## src/rtl/vx_rop_dcr_ctrl_pkg.sv

```systemverilog
// ROP render-state types: DCR offset map, field encodings, reset state and the
// register pack/unpack helpers shared by the DCR controller.
package rop_types;

  localparam int unsigned DCR_ADDR_WIDTH = 12;
  localparam logic [DCR_ADDR_WIDTH-1:0] DCR_ROP_STATE_BEGIN = 12'h0C0;

  // Register offsets relative to the ROP state base
  localparam int unsigned ROP_DCR_OFS_W = 5;
  localparam logic [ROP_DCR_OFS_W-1:0] ROP_DCR_CBUF_ADDR     = 5'd0;
  localparam logic [ROP_DCR_OFS_W-1:0] ROP_DCR_CBUF_PITCH    = 5'd1;
  localparam logic [ROP_DCR_OFS_W-1:0] ROP_DCR_CBUF_MASK     = 5'd2;
  localparam logic [ROP_DCR_OFS_W-1:0] ROP_DCR_ZBUF_ADDR     = 5'd3;
  localparam logic [ROP_DCR_OFS_W-1:0] ROP_DCR_ZBUF_PITCH    = 5'd4;
  localparam logic [ROP_DCR_OFS_W-1:0] ROP_DCR_DEPTH_FUNC    = 5'd5;
  localparam logic [ROP_DCR_OFS_W-1:0] ROP_DCR_DEPTH_MASK    = 5'd6;
  localparam logic [ROP_DCR_OFS_W-1:0] ROP_DCR_STENCIL_FUNC  = 5'd7;
  localparam logic [ROP_DCR_OFS_W-1:0] ROP_DCR_STENCIL_ZPASS = 5'd8;
  localparam logic [ROP_DCR_OFS_W-1:0] ROP_DCR_STENCIL_ZFAIL = 5'd9;
  localparam logic [ROP_DCR_OFS_W-1:0] ROP_DCR_STENCIL_FAIL  = 5'd10;
  localparam logic [ROP_DCR_OFS_W-1:0] ROP_DCR_STENCIL_MASK  = 5'd11;
  localparam logic [ROP_DCR_OFS_W-1:0] ROP_DCR_STENCIL_REF   = 5'd12;
  localparam logic [ROP_DCR_OFS_W-1:0] ROP_DCR_BLEND_MODE    = 5'd13;
  localparam logic [ROP_DCR_OFS_W-1:0] ROP_DCR_BLEND_FUNC    = 5'd14;
  localparam logic [ROP_DCR_OFS_W-1:0] ROP_DCR_BLEND_CONST   = 5'd15;
  localparam logic [ROP_DCR_OFS_W-1:0] ROP_DCR_LOGIC_OP      = 5'd16;
  localparam logic [ROP_DCR_OFS_W-1:0] ROP_DCR_COMMIT        = 5'd17;
  localparam int unsigned ROP_DCR_NUM = 18;

  // Field widths
  localparam int unsigned ROP_DEPTH_FUNC_W = 3;
  localparam int unsigned ROP_STENCIL_OP_W = 3;
  localparam int unsigned ROP_BLEND_MODE_W = 3;
  localparam int unsigned ROP_BLEND_FUNC_W = 5;
  localparam int unsigned ROP_LOGIC_OP_W   = 4;

  // Compare functions (depth and stencil)
  localparam logic [ROP_DEPTH_FUNC_W-1:0] ROP_DEPTH_FUNC_NEVER    = 3'd0;
  localparam logic [ROP_DEPTH_FUNC_W-1:0] ROP_DEPTH_FUNC_LESS     = 3'd1;
  localparam logic [ROP_DEPTH_FUNC_W-1:0] ROP_DEPTH_FUNC_EQUAL    = 3'd2;
  localparam logic [ROP_DEPTH_FUNC_W-1:0] ROP_DEPTH_FUNC_LEQUAL   = 3'd3;
  localparam logic [ROP_DEPTH_FUNC_W-1:0] ROP_DEPTH_FUNC_GREATER  = 3'd4;
  localparam logic [ROP_DEPTH_FUNC_W-1:0] ROP_DEPTH_FUNC_NOTEQUAL = 3'd5;
  localparam logic [ROP_DEPTH_FUNC_W-1:0] ROP_DEPTH_FUNC_GEQUAL   = 3'd6;
  localparam logic [ROP_DEPTH_FUNC_W-1:0] ROP_DEPTH_FUNC_ALWAYS   = 3'd7;

  // Stencil operations
  localparam logic [ROP_STENCIL_OP_W-1:0] ROP_STENCIL_OP_KEEP      = 3'd0;
  localparam logic [ROP_STENCIL_OP_W-1:0] ROP_STENCIL_OP_ZERO      = 3'd1;
  localparam logic [ROP_STENCIL_OP_W-1:0] ROP_STENCIL_OP_REPLACE   = 3'd2;
  localparam logic [ROP_STENCIL_OP_W-1:0] ROP_STENCIL_OP_INCR      = 3'd3;
  localparam logic [ROP_STENCIL_OP_W-1:0] ROP_STENCIL_OP_DECR      = 3'd4;
  localparam logic [ROP_STENCIL_OP_W-1:0] ROP_STENCIL_OP_INVERT    = 3'd5;
  localparam logic [ROP_STENCIL_OP_W-1:0] ROP_STENCIL_OP_INCR_WRAP = 3'd6;
  localparam logic [ROP_STENCIL_OP_W-1:0] ROP_STENCIL_OP_DECR_WRAP = 3'd7;

  // Blend equations
  localparam logic [ROP_BLEND_MODE_W-1:0] ROP_BLEND_MODE_ADD     = 3'd0;
  localparam logic [ROP_BLEND_MODE_W-1:0] ROP_BLEND_MODE_SUB     = 3'd1;
  localparam logic [ROP_BLEND_MODE_W-1:0] ROP_BLEND_MODE_REV_SUB = 3'd2;
  localparam logic [ROP_BLEND_MODE_W-1:0] ROP_BLEND_MODE_MIN     = 3'd3;
  localparam logic [ROP_BLEND_MODE_W-1:0] ROP_BLEND_MODE_MAX     = 3'd4;
  localparam logic [ROP_BLEND_MODE_W-1:0] ROP_BLEND_MODE_LOGICOP = 3'd5;

  // Blend factors
  localparam logic [ROP_BLEND_FUNC_W-1:0] ROP_BLEND_FUNC_ZERO          = 5'd0;
  localparam logic [ROP_BLEND_FUNC_W-1:0] ROP_BLEND_FUNC_ONE           = 5'd1;
  localparam logic [ROP_BLEND_FUNC_W-1:0] ROP_BLEND_FUNC_SRC_RGB       = 5'd2;
  localparam logic [ROP_BLEND_FUNC_W-1:0] ROP_BLEND_FUNC_ONE_MINUS_SRC = 5'd3;
  localparam logic [ROP_BLEND_FUNC_W-1:0] ROP_BLEND_FUNC_SRC_A         = 5'd4;
  localparam logic [ROP_BLEND_FUNC_W-1:0] ROP_BLEND_FUNC_ONE_MINUS_SA  = 5'd5;

  // Logic operations
  localparam logic [ROP_LOGIC_OP_W-1:0] ROP_LOGIC_OP_CLEAR = 4'd0;
  localparam logic [ROP_LOGIC_OP_W-1:0] ROP_LOGIC_OP_AND   = 4'd1;
  localparam logic [ROP_LOGIC_OP_W-1:0] ROP_LOGIC_OP_COPY  = 4'd3;
  localparam logic [ROP_LOGIC_OP_W-1:0] ROP_LOGIC_OP_XOR   = 4'd6;
  localparam logic [ROP_LOGIC_OP_W-1:0] ROP_LOGIC_OP_OR    = 4'd7;

  typedef struct packed {
    logic [31:0]                 cbuf_addr;
    logic [31:0]                 cbuf_pitch;
    logic [31:0]                 cbuf_mask;
    logic [31:0]                 zbuf_addr;
    logic [31:0]                 zbuf_pitch;
    logic [ROP_DEPTH_FUNC_W-1:0] depth_func;
    logic                        depth_mask;
    logic [ROP_DEPTH_FUNC_W-1:0] stencil_front_func;
    logic [ROP_DEPTH_FUNC_W-1:0] stencil_back_func;
    logic [ROP_STENCIL_OP_W-1:0] stencil_front_zpass;
    logic [ROP_STENCIL_OP_W-1:0] stencil_back_zpass;
    logic [ROP_STENCIL_OP_W-1:0] stencil_front_zfail;
    logic [ROP_STENCIL_OP_W-1:0] stencil_back_zfail;
    logic [ROP_STENCIL_OP_W-1:0] stencil_front_fail;
    logic [ROP_STENCIL_OP_W-1:0] stencil_back_fail;
    logic [7:0]                  stencil_front_mask;
    logic [7:0]                  stencil_back_mask;
    logic [7:0]                  stencil_front_ref;
    logic [7:0]                  stencil_back_ref;
    logic [ROP_BLEND_MODE_W-1:0] blend_mode_rgb;
    logic [ROP_BLEND_MODE_W-1:0] blend_mode_a;
    logic [ROP_BLEND_FUNC_W-1:0] blend_src_rgb;
    logic [ROP_BLEND_FUNC_W-1:0] blend_src_a;
    logic [ROP_BLEND_FUNC_W-1:0] blend_dst_rgb;
    logic [ROP_BLEND_FUNC_W-1:0] blend_dst_a;
    logic [31:0]                 blend_const;
    logic [ROP_LOGIC_OP_W-1:0]   logic_op;
  } rop_dcrs_t;

  localparam rop_dcrs_t ROP_DCRS_RESET = '{
    cbuf_addr:           32'h0,
    cbuf_pitch:          32'h0,
    cbuf_mask:           32'hFFFF_FFFF,
    zbuf_addr:           32'h0,
    zbuf_pitch:          32'h0,
    depth_func:          ROP_DEPTH_FUNC_ALWAYS,
    depth_mask:          1'b1,
    stencil_front_func:  ROP_DEPTH_FUNC_ALWAYS,
    stencil_back_func:   ROP_DEPTH_FUNC_ALWAYS,
    stencil_front_zpass: ROP_STENCIL_OP_KEEP,
    stencil_back_zpass:  ROP_STENCIL_OP_KEEP,
    stencil_front_zfail: ROP_STENCIL_OP_KEEP,
    stencil_back_zfail:  ROP_STENCIL_OP_KEEP,
    stencil_front_fail:  ROP_STENCIL_OP_KEEP,
    stencil_back_fail:   ROP_STENCIL_OP_KEEP,
    stencil_front_mask:  8'hFF,
    stencil_back_mask:   8'hFF,
    stencil_front_ref:   8'h00,
    stencil_back_ref:    8'h00,
    blend_mode_rgb:      ROP_BLEND_MODE_ADD,
    blend_mode_a:        ROP_BLEND_MODE_ADD,
    blend_src_rgb:       ROP_BLEND_FUNC_ONE,
    blend_src_a:         ROP_BLEND_FUNC_ONE,
    blend_dst_rgb:       ROP_BLEND_FUNC_ZERO,
    blend_dst_a:         ROP_BLEND_FUNC_ZERO,
    blend_const:         32'h0,
    logic_op:            ROP_LOGIC_OP_COPY
  };

  // Apply a register write to a state copy; unpacked bits are dropped.
  function automatic rop_dcrs_t rop_dcr_write(input rop_dcrs_t cur,
                                              input logic [ROP_DCR_OFS_W-1:0] ofs,
                                              input logic [31:0] data);
    rop_dcrs_t nxt;
    nxt = cur;
    case (ofs)
      ROP_DCR_CBUF_ADDR:  nxt.cbuf_addr  = data;
      ROP_DCR_CBUF_PITCH: nxt.cbuf_pitch = data;
      ROP_DCR_CBUF_MASK:  nxt.cbuf_mask  = data;
      ROP_DCR_ZBUF_ADDR:  nxt.zbuf_addr  = data;
      ROP_DCR_ZBUF_PITCH: nxt.zbuf_pitch = data;
      ROP_DCR_DEPTH_FUNC: nxt.depth_func = data[2:0];
      ROP_DCR_DEPTH_MASK: nxt.depth_mask = data[0];
      ROP_DCR_STENCIL_FUNC: begin
        nxt.stencil_front_func = data[2:0];
        nxt.stencil_back_func  = data[18:16];
      end
      ROP_DCR_STENCIL_ZPASS: begin
        nxt.stencil_front_zpass = data[2:0];
        nxt.stencil_back_zpass  = data[18:16];
      end
      ROP_DCR_STENCIL_ZFAIL: begin
        nxt.stencil_front_zfail = data[2:0];
        nxt.stencil_back_zfail  = data[18:16];
      end
      ROP_DCR_STENCIL_FAIL: begin
        nxt.stencil_front_fail = data[2:0];
        nxt.stencil_back_fail  = data[18:16];
      end
      ROP_DCR_STENCIL_MASK: begin
        nxt.stencil_front_mask = data[7:0];
        nxt.stencil_back_mask  = data[23:16];
      end
      ROP_DCR_STENCIL_REF: begin
        nxt.stencil_front_ref = data[7:0];
        nxt.stencil_back_ref  = data[23:16];
      end
      ROP_DCR_BLEND_MODE: begin
        nxt.blend_mode_rgb = data[2:0];
        nxt.blend_mode_a   = data[18:16];
      end
      ROP_DCR_BLEND_FUNC: begin
        nxt.blend_src_rgb = data[4:0];
        nxt.blend_src_a   = data[12:8];
        nxt.blend_dst_rgb = data[20:16];
        nxt.blend_dst_a   = data[28:24];
      end
      ROP_DCR_BLEND_CONST: nxt.blend_const = data;
      ROP_DCR_LOGIC_OP:    nxt.logic_op    = data[3:0];
      default: ;
    endcase
    return nxt;
  endfunction

  // Pack a register for readback; COMMIT and unmapped offsets read 0 here.
  function automatic logic [31:0] rop_dcr_read(input rop_dcrs_t cur,
                                               input logic [ROP_DCR_OFS_W-1:0] ofs);
    logic [31:0] rd;
    rd = '0;
    case (ofs)
      ROP_DCR_CBUF_ADDR:     rd = cur.cbuf_addr;
      ROP_DCR_CBUF_PITCH:    rd = cur.cbuf_pitch;
      ROP_DCR_CBUF_MASK:     rd = cur.cbuf_mask;
      ROP_DCR_ZBUF_ADDR:     rd = cur.zbuf_addr;
      ROP_DCR_ZBUF_PITCH:    rd = cur.zbuf_pitch;
      ROP_DCR_DEPTH_FUNC:    rd = {29'b0, cur.depth_func};
      ROP_DCR_DEPTH_MASK:    rd = {31'b0, cur.depth_mask};
      ROP_DCR_STENCIL_FUNC:  rd = {13'b0, cur.stencil_back_func, 13'b0, cur.stencil_front_func};
      ROP_DCR_STENCIL_ZPASS: rd = {13'b0, cur.stencil_back_zpass, 13'b0, cur.stencil_front_zpass};
      ROP_DCR_STENCIL_ZFAIL: rd = {13'b0, cur.stencil_back_zfail, 13'b0, cur.stencil_front_zfail};
      ROP_DCR_STENCIL_FAIL:  rd = {13'b0, cur.stencil_back_fail, 13'b0, cur.stencil_front_fail};
      ROP_DCR_STENCIL_MASK:  rd = {8'b0, cur.stencil_back_mask, 8'b0, cur.stencil_front_mask};
      ROP_DCR_STENCIL_REF:   rd = {8'b0, cur.stencil_back_ref, 8'b0, cur.stencil_front_ref};
      ROP_DCR_BLEND_MODE:    rd = {13'b0, cur.blend_mode_a, 13'b0, cur.blend_mode_rgb};
      ROP_DCR_BLEND_FUNC:    rd = {3'b0, cur.blend_dst_a, 3'b0, cur.blend_dst_rgb,
                                   3'b0, cur.blend_src_a, 3'b0, cur.blend_src_rgb};
      ROP_DCR_BLEND_CONST:   rd = cur.blend_const;
      ROP_DCR_LOGIC_OP:      rd = {28'b0, cur.logic_op};
      default:               rd = '0;
    endcase
    return rd;
  endfunction

endpackage

```

## src/rtl/vx_rop_dcr_ctrl.sv

```systemverilog
// ROP DCR controller: writes land in a shadow copy of the render state; a COMMIT
// write waits for the ROP pipeline to drain, then copies shadow to the active state.
module vx_rop_dcr_ctrl
  import rop_types::*;
#(
  parameter logic [DCR_ADDR_WIDTH-1:0] DCR_BASE = DCR_ROP_STATE_BEGIN
) (
  input  logic                      clk,
  input  logic                      reset,
  input  logic                      dcr_wr_valid,
  output logic                      dcr_wr_ready,
  input  logic [DCR_ADDR_WIDTH-1:0] dcr_wr_addr,
  input  logic [31:0]               dcr_wr_data,
  input  logic                      dcr_rd_valid,
  input  logic [DCR_ADDR_WIDTH-1:0] dcr_rd_addr,
  output logic                      dcr_rd_rsp_valid,
  output logic [31:0]               dcr_rd_rsp_data,
  input  logic                      rop_busy,
  output rop_dcrs_t                 dcrs,
  output logic                      commit_done,
  output logic                      addr_err
);

  typedef enum logic [0:0] {StIdle, StDrain} state_e;

  localparam logic [DCR_ADDR_WIDTH-1:0] NumOfs = DCR_ADDR_WIDTH'(ROP_DCR_NUM);

  state_e      state_q, state_d;
  rop_dcrs_t   shadow_q, shadow_d;
  rop_dcrs_t   dcrs_q, dcrs_d;
  logic        commit_done_q, commit_done_d;
  logic        addr_err_q, addr_err_d;
  logic        rd_rsp_valid_q, rd_rsp_valid_d;
  logic [31:0] rd_rsp_data_q, rd_rsp_data_d;

  logic [DCR_ADDR_WIDTH-1:0] wr_ofs_full, rd_ofs_full;
  logic [ROP_DCR_OFS_W-1:0]  wr_ofs, rd_ofs;
  logic                      wr_mapped, rd_mapped;

  // Addresses below the base wrap to a huge offset, so both bounds are checked.
  assign wr_ofs_full = dcr_wr_addr - DCR_BASE;
  assign rd_ofs_full = dcr_rd_addr - DCR_BASE;
  assign wr_mapped   = (dcr_wr_addr >= DCR_BASE) && (wr_ofs_full < NumOfs);
  assign rd_mapped   = (dcr_rd_addr >= DCR_BASE) && (rd_ofs_full < NumOfs);
  assign wr_ofs      = wr_ofs_full[ROP_DCR_OFS_W-1:0];
  assign rd_ofs      = rd_ofs_full[ROP_DCR_OFS_W-1:0];

  // Writes are only accepted while no commit is pending.
  assign dcr_wr_ready = (state_q == StIdle);

  // Next-state: commit FSM, shadow writes, readback and error flag
  always_comb begin
    state_d        = state_q;
    shadow_d       = shadow_q;
    dcrs_d         = dcrs_q;
    commit_done_d  = 1'b0;
    addr_err_d     = addr_err_q;
    rd_rsp_valid_d = dcr_rd_valid;
    rd_rsp_data_d  = '0;

    unique case (state_q)
      StIdle: begin
        if (dcr_wr_valid) begin
          if (!wr_mapped) begin
            addr_err_d = 1'b1;
          end else if (wr_ofs == ROP_DCR_COMMIT) begin
            state_d = StDrain;
          end else begin
            shadow_d = rop_dcr_write(shadow_q, wr_ofs, dcr_wr_data);
          end
        end
      end
      StDrain: begin
        if (!rop_busy) begin
          state_d       = StIdle;
          dcrs_d        = shadow_q;
          commit_done_d = 1'b1;
        end
      end
      default: state_d = StIdle;
    endcase

    // Reads see shadow_q, i.e. the value before any same-cycle write.
    if (dcr_rd_valid) begin
      if (!rd_mapped) begin
        addr_err_d = 1'b1;
      end else if (rd_ofs == ROP_DCR_COMMIT) begin
        rd_rsp_data_d = {31'b0, state_q == StDrain};
      end else begin
        rd_rsp_data_d = rop_dcr_read(shadow_q, rd_ofs);
      end
    end
  end

  // State registers; reset drops any pending commit
  always_ff @(posedge clk or negedge reset) begin
    if (!reset) begin
      state_q        <= StIdle;
      shadow_q       <= ROP_DCRS_RESET;
      dcrs_q         <= ROP_DCRS_RESET;
      commit_done_q  <= 1'b0;
      addr_err_q     <= 1'b0;
      rd_rsp_valid_q <= 1'b0;
      rd_rsp_data_q  <= '0;
    end else begin
      state_q        <= state_d;
      shadow_q       <= shadow_d;
      dcrs_q         <= dcrs_d;
      commit_done_q  <= commit_done_d;
      addr_err_q     <= addr_err_d;
      rd_rsp_valid_q <= rd_rsp_valid_d;
      rd_rsp_data_q  <= rd_rsp_data_d;
    end
  end

  assign dcrs             = dcrs_q;
  assign commit_done      = commit_done_q;
  assign addr_err         = addr_err_q;
  assign dcr_rd_rsp_valid = rd_rsp_valid_q;
  assign dcr_rd_rsp_data  = rd_rsp_data_q;

endmodule

```

## config.mk

```make
export PLATFORM = sky130hd
export DESIGN_NAME = vx_rop_dcr_ctrl
export DESIGN_NICKNAME = d
export VERILOG_FILES = /design/src/rtl/vx_rop_dcr_ctrl_pkg.sv /design/src/rtl/vx_rop_dcr_ctrl.sv
export SDC_FILE = /design/constraint.sdc
export NUM_CORES = 1
export LEC_CHECK = 0
export BUFFER_PORTS_ARGS = -buffer_cell sky130_fd_sc_hd__buf_2
export CORE_UTILIZATION = 57
export CTS_CLUSTER_SIZE = 28
export DETAILED_ROUTE_END_ITERATION = 8
export PLACE_DENSITY = 0.78
export SLEW_MARGIN = 40
export SYNTH_ARGS = -nofsm -noshare
export SYNTH_HDL_FRONTEND = slang
export SYNTH_SLANG_ARGS = --single-unit
```

## constraint.sdc

```tcl
create_clock -name clk -period 4.93 [get_ports clk]
set_clock_uncertainty 0.15 [all_clocks]
set_input_delay 0.7395 -clock clk [delete_from_list [all_inputs] [get_ports clk]]
set_output_delay 0.7395 -clock clk [all_outputs]
set_load 0.05 [all_outputs]
```

==> impl_metrics.toml <==
[placed_design]
place_congestion = 0.916
place_hpwl_um = 44700
io_buffer_count = 378
dpl.cell_count = 2964

[critical_path]
path_max_fanout = 20
path_buf_inv = 1
worstSetupEndpointType = "flop"
path_depth = 6
timing.critical_path.mode_cell = "nor2b_1"
r2r_setup_slack_ns = 1.88
r2r-end = "shadow_q[241]"
cpMaxStageDelayCell = "nor2_4"
arrival_ns = 3.38
crit_start = "state_q"
crit_family = "simple AND/OR/NAND/NOR gates"
crit_required_ns = 5.26
cp-endpoint = "shadow_q[241]"
start_kind = "flop"
path_class = "flop to flop"
slowest_delay_ns = 0.52
cp_cell_sequence = "nor2b_1, nor2b_1, nand3_1, nor2_4, buf_4, mux2_2"
r2r.worst_path.cells = 6
r2r-start = "state_q"

[logic_synthesis]
syn_area_um2 = 24100
synth_nets = 2208
synth_seq_cells = 600
synth_warnings = 0
ys_seq_area_share_pct = 63.0
ys.flop_type = "dfrtp_1"
synth_cell_types = 53
synth_cells = 2147
syn-mean-instance-area_um2 = 11.2
async_flop_share_pct = 100
synth_edf_count = 0

[die]
core_area_um2 = 41300
initial_utilization_pct = 58.3
io_pins = 379
die_area_um2 = 43100
die_h_um = 208
row_count = 74
die_width_um = 208

[finish]
final_cell_mix = "nand2_1, dfrtp_1, buf_2"
layout-drive-gt1-share_pct = 36.8
nets = 2556
final_util_pct = 69.8
nFillCells = 3002
final_common_cell = "nand2_1"
syn_to_final_growth_pct = 19.6
finalNonFillerCells = 3079

[timing]
tightest_slew_ns = 0.928
hold_viol = 0
period_share_pct = 61.9
drv_slew = 0
rsz0062_at_grt = "false"
finalCriticalPeriod_ns = 3.05
hold-worst-slack_ns = 0.134
setup_tns_ns = 0
slew_headroom_pct = 38.0
fmax_mhz = 328
setup_viol = 0

[power_and_ir_drop]
vdd_drop_max_mv = 0.242
powerDensity_nw_per_um2 = 342
power_leakage_uw = 0.0155

[global_route]
overflow = 0
grt_max_degree = 158
grt_pass1_wl_um = 110000
grt_usage_pct = 32.9
grt_pass1_vias = 18706
antenna_found_initial = 3

[cts]
root_buffer = "clkbuf_16"
clock_latency_ns = 0.61
clockBufferDepth = 3
clk_pin_slew_worst_paths_ns = 0.07
cts_num_sinks = 600
cts_tree = "built"
cts_resized = 0
numCtsBuffers = 58
htreeDepth = 2

[route]
wirelength_um = 70100
drtIter0Drc = 1737
first_pass_iters = 6
ant_nets = 0
viasPerCell = 5.92
vias = 18233
route.detailed.drc = 0
routedWlPerCell_um = 22.8

[min_path]
hold_path_class = "primary input to flop"

[job]
cap_violations = 0

[status]
status = "finished, final reports clean"
[per-layer routing]
layer,vias to the layer above,track usage (%),wire [um]
met1,9212,44.6,28000
met5,-,0,0
li1,7898,-,-
met2,927,51.1,33000
met4,0,15.6,3090
met3,196,7.16,5990
[where the power goes]
part           internal (uW)  switching [uW]  leakage, uW  total, uW
Clock                   2760            1900     0.000981       4670
Sequential              4940            9.47      0.00792       4950
Combinational           56.1             198      0.00658        254
[cells in the mapped netlist (all sizes together), types with 3 or more instances]
cell    instances  area, um2
nand2         865       3250
mux2i           8       80.1
mux2          282       3210
a32o            4       40.0
o21a            5       37.5
nor4            4       31.3
a31oi          25        156
nor2b           5       31.3
and3            7       43.8
nand2b          7       43.8
dfrtp         476      11900
dfstp         124       3260
nand3           7       35.0
inv             5       18.8
a22o            6       52.6
a211oi          4       30.0
nor3            9       55.1
nor2           26        105
a32oi          12        105
nand4           4       31.3
o21ai           3       15.0
a22oi          80        601
nand3b          3       22.5
or3b            3       26.3
a222oi         13        130
buf            33        166
a21oi           7       35.0
a221oi          4       35.0
clkbuf         95        357
or3             4       25.0
[how the worst min path moves through the flow]
stage	from	end	slack, ns	cells after the start
final	dcr_rd_valid	dcr_rd_rsp_valid	0.13	1
after global routing	dcr_rd_valid	dcr_rd_rsp_valid	0.12	1
after CTS	dcr_rd_valid	dcr_rd_rsp_valid	0.11	1
after detailed placement	dcrs[91]	dcrs[91]	0.30	2
after global placement	dcrs[120]	dcrs[120]	0.30	2
after floorplan	reset	addr_err	0.29	0
[flip-flops by register name (all words and copies together) (netlist names)]
register	flops
addr_err	1
dcr_rd_rsp_data	32
state_q	1
shadow_q	282
dcr_rd_rsp_valid	1
commit_done	1
dcrs	282
[what timing repair did]
action                    CTS  global route
hold buffers                1             0
setup buffers               0             0
hold endpoints to repair   39             0
[stage by stage]
step / power (uW) / setup WS [ns] / instance area (um2)
2_1_floorplan: 5090 / 2.18 / 24100
3_3_place_gp: 5280 / 1.34 / 26500
3_5_place_dp: 5290 / 1.36 / 26700
4_1_cts: 9930 / 1.90 / 28800
5_1_grt: 10200 / 1.76 / 28800
6_report: 9870 / 1.88 / 28800
[final cells by class]
cell class | count | area [um2] | share of cell area, %
clock buffers | 84 | 1700 | 5.90
flip-flops and latches | 600 | 15200 | 52.6
well taps | 532 | 666 | 2.31
multi-input cells | 1414 | 8520 | 29.6
inverters | 5 | 31.3 | 0.109
repair buffers | 416 | 2410 | 8.35
diodes | 3 | 7.51 | 0.0260
clock inverters | 25 | 319 | 1.11
[logic make-up after synthesis]
logic type             after synthesis  share of synthesized area (%)
AND/OR/NAND/NOR                    952                           15.6
flip-flops                         600                           63.0
multiplexers                       291                           13.8
AO/OA/AOI/OAI                      171                           5.41
buffers and inverters              133                           2.25
Note: power is estimated with default switching activity, not from simulation.
